==> config.mk <==
export PLATFORM = sky130hd
export DESIGN_NAME = axi_wr_addr_master
export DESIGN_NICKNAME = d
export VERILOG_FILES = /design/src/rtl/axi_wr_addr_master.sv
export SDC_FILE = /design/constraint.sdc
export NUM_CORES = 1
export LEC_CHECK = 0
export ABC_AREA = 1
export CAP_MARGIN = 20
export CORE_ASPECT_RATIO = 1.25
export CORE_MARGIN = 4
export CORE_UTILIZATION = 32
export DETAILED_ROUTE_END_ITERATION = 10
export SLEW_MARGIN = 20
export SYNTH_ARGS = -nofsm -noshare
export SYNTH_HDL_FRONTEND = slang
export SYNTH_SLANG_ARGS = --single-unit
export TNS_END_PERCENT = 100
==> constraint.sdc <==
create_clock -name clk -period 2.6 [get_ports clk]
set_input_delay 0.78 -clock clk [delete_from_list [all_inputs] [get_ports clk]]
set_output_delay 0.78 -clock clk [all_outputs]
set_load 0.1 [all_outputs]
==> src/rtl/axi_wr_addr_master.sv <==
// AXI write-address channel master: command FIFO feeding an in-order AW output register with auto IDs.
// Define AW_TIMEOUT_EN to enable the sticky AW stall watchdog (timeout_err); otherwise it is tied low.
module axi_wr_addr_master #(
  parameter int FIFO_DEPTH     = 4,
  parameter int TIMEOUT_CYCLES = 256
) (
  input  logic                          clk,
  input  logic                          rst,
  input  logic                          cmd_valid,
  output logic                          cmd_ready,
  input  logic [31:0]                   cmd_addr,
  input  logic [3:0]                    cmd_len,
  output logic [3:0]                    awid,
  output logic [31:0]                   awaddr,
  output logic [3:0]                    awlen,
  output logic                          awvalid,
  input  logic                          awready,
  output logic [$clog2(FIFO_DEPTH):0]   fifo_level,
  output logic [15:0]                   issued_cnt,
  output logic                          busy,
  output logic                          timeout_err
);
  localparam int PW = $clog2(FIFO_DEPTH);
  localparam int LW = PW + 1;

  if (FIFO_DEPTH < 2 || (FIFO_DEPTH & (FIFO_DEPTH - 1)) != 0 || TIMEOUT_CYCLES < 1) begin : g_param_check
    $error("axi_wr_addr_master: FIFO_DEPTH must be a power of 2 >= 2 and TIMEOUT_CYCLES >= 1");
  end

  typedef enum logic {IDLE = 1'b0, ADDR = 1'b1} state_t;

  state_t          state_q, state_d;
  logic [35:0]     mem_q [FIFO_DEPTH];
  logic [PW-1:0]   wr_ptr_q, wr_ptr_d;
  logic [PW-1:0]   rd_ptr_q, rd_ptr_d;
  logic [LW-1:0]   level_q, level_d;
  logic [3:0]      id_cnt_q, id_cnt_d;
  logic [3:0]      awid_q, awid_d;
  logic [31:0]     awaddr_q, awaddr_d;
  logic [3:0]      awlen_q, awlen_d;
  logic [15:0]     issued_q, issued_d;
  logic            push, load, hs, fifo_nempty;

  always_ff @(posedge clk or posedge rst) begin
    if (rst) state_q <= IDLE;
    else     state_q <= state_d;
  end

  always_comb begin
    state_d = state_q;
    case (state_q)
      IDLE:    if (fifo_nempty) state_d = ADDR;
      ADDR:    if (awready && !fifo_nempty) state_d = IDLE;
      default: state_d = IDLE;
    endcase
  end

  always_comb begin
    awvalid = (state_q == ADDR);
    busy    = fifo_nempty || (state_q == ADDR);
  end

  // No push-through: readiness comes from the registered level only.
  assign fifo_nempty = (level_q != '0);
  assign cmd_ready   = (level_q != LW'(FIFO_DEPTH));
  assign push        = cmd_valid && cmd_ready;
  assign hs          = awvalid && awready;
  assign load        = (!awvalid || awready) && fifo_nempty;

  always_comb begin
    wr_ptr_d = wr_ptr_q;
    rd_ptr_d = rd_ptr_q;
    id_cnt_d = id_cnt_q;
    awid_d   = awid_q;
    awaddr_d = awaddr_q;
    awlen_d  = awlen_q;
    issued_d = issued_q;
    level_d  = level_q + LW'(push) - LW'(load);
    if (push) wr_ptr_d = wr_ptr_q + 1'b1;
    if (load) begin
      rd_ptr_d            = rd_ptr_q + 1'b1;
      {awaddr_d, awlen_d} = mem_q[rd_ptr_q];
      awid_d              = id_cnt_q;
      id_cnt_d            = id_cnt_q + 4'd1;
    end
    if (hs) issued_d = issued_q + 16'd1;
  end

  always_ff @(posedge clk) begin
    if (push) mem_q[wr_ptr_q] <= {cmd_addr, cmd_len};
  end

  always_ff @(posedge clk or posedge rst) begin
    if (rst) begin
      wr_ptr_q <= '0;
      rd_ptr_q <= '0;
      level_q  <= '0;
      id_cnt_q <= '0;
      awid_q   <= '0;
      awaddr_q <= '0;
      awlen_q  <= '0;
      issued_q <= '0;
    end else begin
      wr_ptr_q <= wr_ptr_d;
      rd_ptr_q <= rd_ptr_d;
      level_q  <= level_d;
      id_cnt_q <= id_cnt_d;
      awid_q   <= awid_d;
      awaddr_q <= awaddr_d;
      awlen_q  <= awlen_d;
      issued_q <= issued_d;
    end
  end

  assign awid       = awid_q;
  assign awaddr     = awaddr_q;
  assign awlen      = awlen_q;
  assign fifo_level = level_q;
  assign issued_cnt = issued_q;

`ifdef AW_TIMEOUT_EN
  logic [15:0] stall_q, stall_d;
  logic        err_q, err_d;

  // The flag only reports; the pending AW beat is never retracted.
  always_comb begin
    stall_d = stall_q;
    err_d   = err_q;
    if (!awvalid || awready) begin
      stall_d = '0;
    end else begin
      if (stall_q != 16'hFFFF) stall_d = stall_q + 16'd1;
      if (int'(stall_q) + 1 >= TIMEOUT_CYCLES) err_d = 1'b1;
    end
  end

  always_ff @(posedge clk or posedge rst) begin
    if (rst) begin
      stall_q <= '0;
      err_q   <= 1'b0;
    end else begin
      stall_q <= stall_d;
      err_q   <= err_d;
    end
  end

  assign timeout_err = err_q;
`else
  assign timeout_err = 1'b0;
`endif
endmodule

==> key figures, run 1 <==
Status
  • Status: finished, final reports clean

Clock network
  • Post-CTS resize count: 0
  • Reg clk slew, reported paths: 0.06 ns
  • CTS max path bufs: 3
  • CTS tree: done
  • Hold Buf Count CTS: 0
  • H-tree level count: 1
  • CTS buffer count: 23
  • Worst-Skew Late Latency: 0.50 ns
  • CTS root buf: clkbuf_16
  • Post-CTS Setup Bufs: 0
  • CTS sink cnt: 212

Floorplanning
  • Die ar.: 29300 sq um
  • # rows: 66
  • DIE HEIGHT: 190 um
  • Core ar.: 26200 sq um
  • Die X: 154 um
  • Num ports: 103
  • Initial Utilization: 32.6%

Setup path
  • Worst reg2reg startpoint: fifo_level[0]$_DFF_PP0_
  • WP data arrival: 1.67 ns
  • CP Capture Type: output pin
  • CP max FO: 3
  • Setup CP Type: flop to output pin
  • CP peak stage delay: 0.48 ns
  • Critical path's slowest cell: dfrtp_4
  • CP Cell Sequence: inv_1, nand2_2, nor2_1, nand2_1, buf_4
  • Crit path launch type: flop
  • Crit. Startpoint: fifo_level[0]$_DFF_PP0_
  • Worst Path Required: 1.82 ns

Route
  • Vias per inst: 4.45
  • Residual DRC: 0
  • Initial drt markers: 315
  • Vias post-DR: 5481
  • Routed WL per cell: 15.1 um
  • WL final: 18.6 mm
  • ANT nets after route: 0
  • Drt first pass iters: 4

Global route
  • Vias in the first global route: 5623
  • Total gr overflow: 0
  • GRT Total Usage: 12.9%
  • First-pass GRT wire length: 30.2 mm
  • Antenna violations before repair: 2
  • Largest net degree at the start of global routing: 49

Yosys
  • Post-synthesis mux area share: 0%
  • Compound-Gate Fraction of Synth Area: 5.12%
  • Flops & latches, synth: 212
  • Mean Syn Cell Area: 11.2 sq um
  • Largest family of logic cells by synthesized area: simple AND/OR/NAND/NOR gates
  • Mapped Area: 8520 sq um
  • Synth Area in Simple Gates: 16.9%
  • Synth unique cells: 24
  • Synth Instances: 763
  • Ys Warns: 0
  • Main area contributors after synthesis: edfxtp_1 (51%), dfrtp_1 (20%), nand2_1 (8.6%)
  • Area fraction of the dominant cell type after synthesis: 50.7%
  • Adder-Cell Fraction of Synth Area: 1.41%
  • Synth Net Count: 812
  • Sequential area share after synthesis: 70.7%
  • Xor/xnor cell area share of the yosys netlist: 1.54%
  • Post-synth top area cell: edfxtp_1

Finish
  • Layout cells sized above 1: 16.0%
  • Layout area overhead: 26.0%
  • Post-layout util: 41.0%
  • Area used by multi-input combinational logic: 2180 sq um
  • Sequential cell area: 6040 sq um
  • Most common cell after layout, fill and taps aside: nand2_1
  • # fillers: 2482
  • Layout Nets: 925
  • Antenna cell count: 0
  • Post-route cell area: 10700 sq um
  • Commonest non-fill, non-tap cells in the layout: nand2_1 (195), nor2_1 (161), edfxtp_1 (144), o21ai_0 (80), buf_4 (73)

Place
  • Placed cell areas: 9890 sq um
  • Final Wtd Congestion: 0.737
  • Number of port buffers: 101
  • Post-DP HPWL: 11.5 mm

Timing
  • Slew margin rel.: 60.0%
  • Min Tclk post-route: 2.45 ns
  • Pins Over Slew Limit: 0
  • RSZ-0062 raised after global routing: false
  • Final setup skew: 0.0128 ns
  • Fmax: 0.409 GHz
  • Period utilisation layout: 94.1%
  • Final Hold Vio Count: 0
  • Worst Tran Pin Value: 0.599 ns
  • # setup viols final: 0

Run
  • Max Cap Viol: 0

Worst hold path
  • Hold Path Origin: awaddr[31]$_DFFE_PP0P_
  • Min-delay worst type: flop to flop
[cells in the mapped netlist (all sizes together)]
cell type,number
nand2,198
nor2,166
edfxtp,144
o21ai,84
dfrtp,68
inv,33
buf,28
nand3,9
xor2,9
ha,8
xnor2,6
clkbuf,5
nand4,2
a21oi,1
conb,1
fa,1
[layout make-up]
cell class | count | share of cell area (%)
well taps | 340 | 3.96
flip-flops and latches | 212 | 56.2
inverters | 33 | 1.19
clock inverters | 13 | 2.05
repair buffers | 121 | 10.4
clock buffers | 28 | 5.90
multi-input cells | 485 | 20.3
[per-layer routing]
metal | GRT usage (%) | vias up | share of wire [%]
met4 | 3.70 | 4 | 2.0
met1 | 16.3 | 2618 | 43
met5 | 0 | - | 0.12
li1 | - | 2727 | -
met2 | 22.4 | 101 | 50
met3 | 2.54 | 31 | 4.9
[logic make-up after synthesis]
logic type               after synthesis
adder cells (fa/ha/maj)                9
flip-flops                           212
AO/OA/AOI/OAI                         85
AND/OR/NAND/NOR                      375
XOR/XNOR                              15
other                                  1
buffers and inverters                 66
[through the flow]
stage | setup TNS, ns | hold slack, ns | instances | setup slack [ns]
detailed placement | -0.216 | 0.466 | 1191 | -0.216
CTS | 0 | 0.486 | 1232 | 0.0996
global placement | -0.203 | 0.466 | 1191 | -0.203
global route | 0 | 0.506 | 1232 | 0.0157
floorplan | 0 | 0.489 | 763 | 0.0224
finish | 0 | 0.481 | 1232 | 0.152
[critical path: cells and delay by family, from the launching register on]
kind	cells	cell delay, ns
buffers and inverters	2	0.36
DFF	1	0.48
and+or+nand+nor	3	0.32
[flip-flops by register name, summed over array words and instances (netlist names)]
register    count
awaddr         32
awid            4
awlen           4
awvalid         1
fifo_level      3
id_cnt_q        4
issued_cnt     16
mem_q         144
rd_ptr_q        2
wr_ptr_q        2
[final timing paths]
path,slack [ns],end,cells past startpoint
max reg2reg,0.43,fifo_level[2]$_DFF_PP0_,10
min,0.48,awaddr[31]$_DFFE_PP0P_,2
max,0.15,busy,5
min in group asynchronous,0.65,fifo_level[0]$_DFF_PP0_,2
min reg2reg,0.48,awaddr[31]$_DFFE_PP0P_,2
max in group asynchronous,1.41,rd_ptr_q[1]$_DFFE_PP0P_,3
Power of run 1 is not shown: default switching activity piles up to over one toggle a cycle in this logic, so the estimate is an artifact.
==> run 2: changes to the inputs <==
Settings changed: HOLD_SLACK_MARGIN set to 0.15.
==> results of run 2 <==
No change in the layout: final DEF, timing and power equal those of run 1.
Power of run 2 is left out for the same reason.
==> run 3: changes to the inputs <==
Settings changed: ABC_CLOCK_PERIOD_IN_PS set to 2600, PLACE_DENSITY set to 0.61, SLEW_MARGIN 20 to 15.
==> key figures, run 3 (same netlist as run 1, synthesis figures left out) <==
Place
  • Post-DP HPWL: 10.6 mm
  • Number of port buffers: 101
  • Final Wtd Congestion: 0.745
  • Placed cell areas: 9820 sq um

Timing
  • Worst Tran Pin Value: 0.870 ns
  • RSZ-0062 raised after global routing: false
  • Slew margin rel.: 41.9%
  • Min Tclk post-route: 2.42 ns
  • Period utilisation layout: 93.0%
  • # setup viols final: 0
  • Pins Over Slew Limit: 0
  • Final Hold Vio Count: 0
  • Final setup skew: 0.0260 ns
  • Fmax: 0.414 GHz

Floorplanning
  • DIE HEIGHT: 190 um
  • Num ports: 103
  • # rows: 66
  • Die ar.: 29300 sq um
  • Core ar.: 26200 sq um
  • Die X: 154 um
  • Initial Utilization: 32.6%

Global route
  • Vias in the first global route: 5681
  • GRT Total Usage: 12.6%
  • Total gr overflow: 0
  • First-pass GRT wire length: 29.8 mm
  • Largest net degree at the start of global routing: 75
  • Antenna violations before repair: 0

Route
  • Drt first pass iters: 4
  • ANT nets after route: 0
  • Initial drt markers: 215
  • WL final: 18.3 mm
  • Vias per inst: 4.49
  • Vias post-DR: 5497
  • Residual DRC: 0
  • Routed WL per cell: 14.9 um

Clock network
  • CTS sink cnt: 212
  • CTS tree: done
  • CTS max path bufs: 3
  • Worst-Skew Late Latency: 0.51 ns
  • CTS buffer count: 22
  • H-tree level count: 1
  • CTS root buf: clkbuf_16
  • Reg clk slew, reported paths: 0.06 ns

Setup path
  • R2r setup slk: 0.44 ns
  • Setup CP Type: flop to output pin
  • Worst R2R End: fifo_level[2]$_DFF_PP0_
  • Worst Path Required: 1.82 ns
  • CP max FO: 3
  • WP data arrival: 1.64 ns
  • Reg2Reg Depth: 10
  • Crit. Startpoint: fifo_level[0]$_DFF_PP0_
  • CP Capture Type: output pin
  • Worst reg2reg startpoint: fifo_level[0]$_DFF_PP0_
  • Crit path launch type: flop

Finish
  • Antenna cell count: 0
  • Max FFs per register: 144
  • Post-route cell area: 10500 sq um
  • Largest Register: mem_q
  • Layout cells sized above 1: 15.1%
  • Layout Nets: 918
  • Sequential cell area: 6040 sq um
  • Most common cell after layout, fill and taps aside: nand2_1
  • Area used by multi-input combinational logic: 2180 sq um
  • Layout area overhead: 23.3%
  • Commonest non-fill, non-tap cells in the layout: nand2_1 (195), nor2_1 (160), edfxtp_1 (144), o21ai_0 (80), buf_4 (69)
  • Post-layout util: 40.2%
  • # fillers: 2532

Worst hold path
  • Hold path endpoint: awaddr[29]$_DFFE_PP0P_
  • Hold Path Origin: awaddr[29]$_DFFE_PP0P_
  • Min-delay worst type: flop to flop
  • Cells on Worst Hold Path: 2

Status
  • Status: finished, final reports clean

Run
  • Max Cap Viol: 0
==> run 3: timing repair <==
item,4_1_cts,5_1_grt
hold buffers,0,0
setup endpoints to repair,0,1
gates resized for setup,0,1
setup buffers,0,0
==> run 3: worst max path at each step <==
stage | slack, ns | cells after the start | end
floorplan | 0.02 | 8 | fifo_level[2]$_DFF_PP0_
global placement | -0.22 | 11 | fifo_level[2]$_DFF_PP0_
detailed placement | -0.21 | 11 | fifo_level[2]$_DFF_PP0_
CTS | 0.08 | 5 | busy
global route | 0.05 | 5 | busy
finish | 0.18 | 5 | busy
==> run 3: layout make-up <==
type,count,share of cell area (%)
Sequential cell,212,57.4
Multi-Input combinational cell,485,20.7
Timing Repair Buffer,115,9.97
Clock buffer,24,5.40
Tap cell,340,4.05
Inverter,33,1.23
Clock inverter,16,1.18
==> run 3: critical path: stages (launching register included) <==
cell     delay [ns]
dfrtp_4        0.49
inv_1          0.12
nand2_2        0.10
nor2_2         0.12
nand2_1        0.06
buf_4          0.23
==> run 3: through the flow <==
stage                     cells  setup TNS [ns]  hold WS [ns]  setup WS, ns
after global routing       1225               0         0.509        0.0490
final                      1225               0         0.479         0.182
after global placement     1185          -0.217         0.470        -0.217
after CTS                  1225               0         0.483        0.0800
after floorplan             763               0         0.489        0.0224
after detailed placement   1185          -0.210         0.466        -0.210
==> run 3: layer usage <==
layer	vias to the layer above	track usage (%)	share of wire (%)
li1	2726	-	-
met1	2643	16.0	45
met2	101	22.1	49
met3	27	2.29	4.6
met4	0	3.19	1.6
met5	-	0	0
Power of run 3 is left out for the same reason.
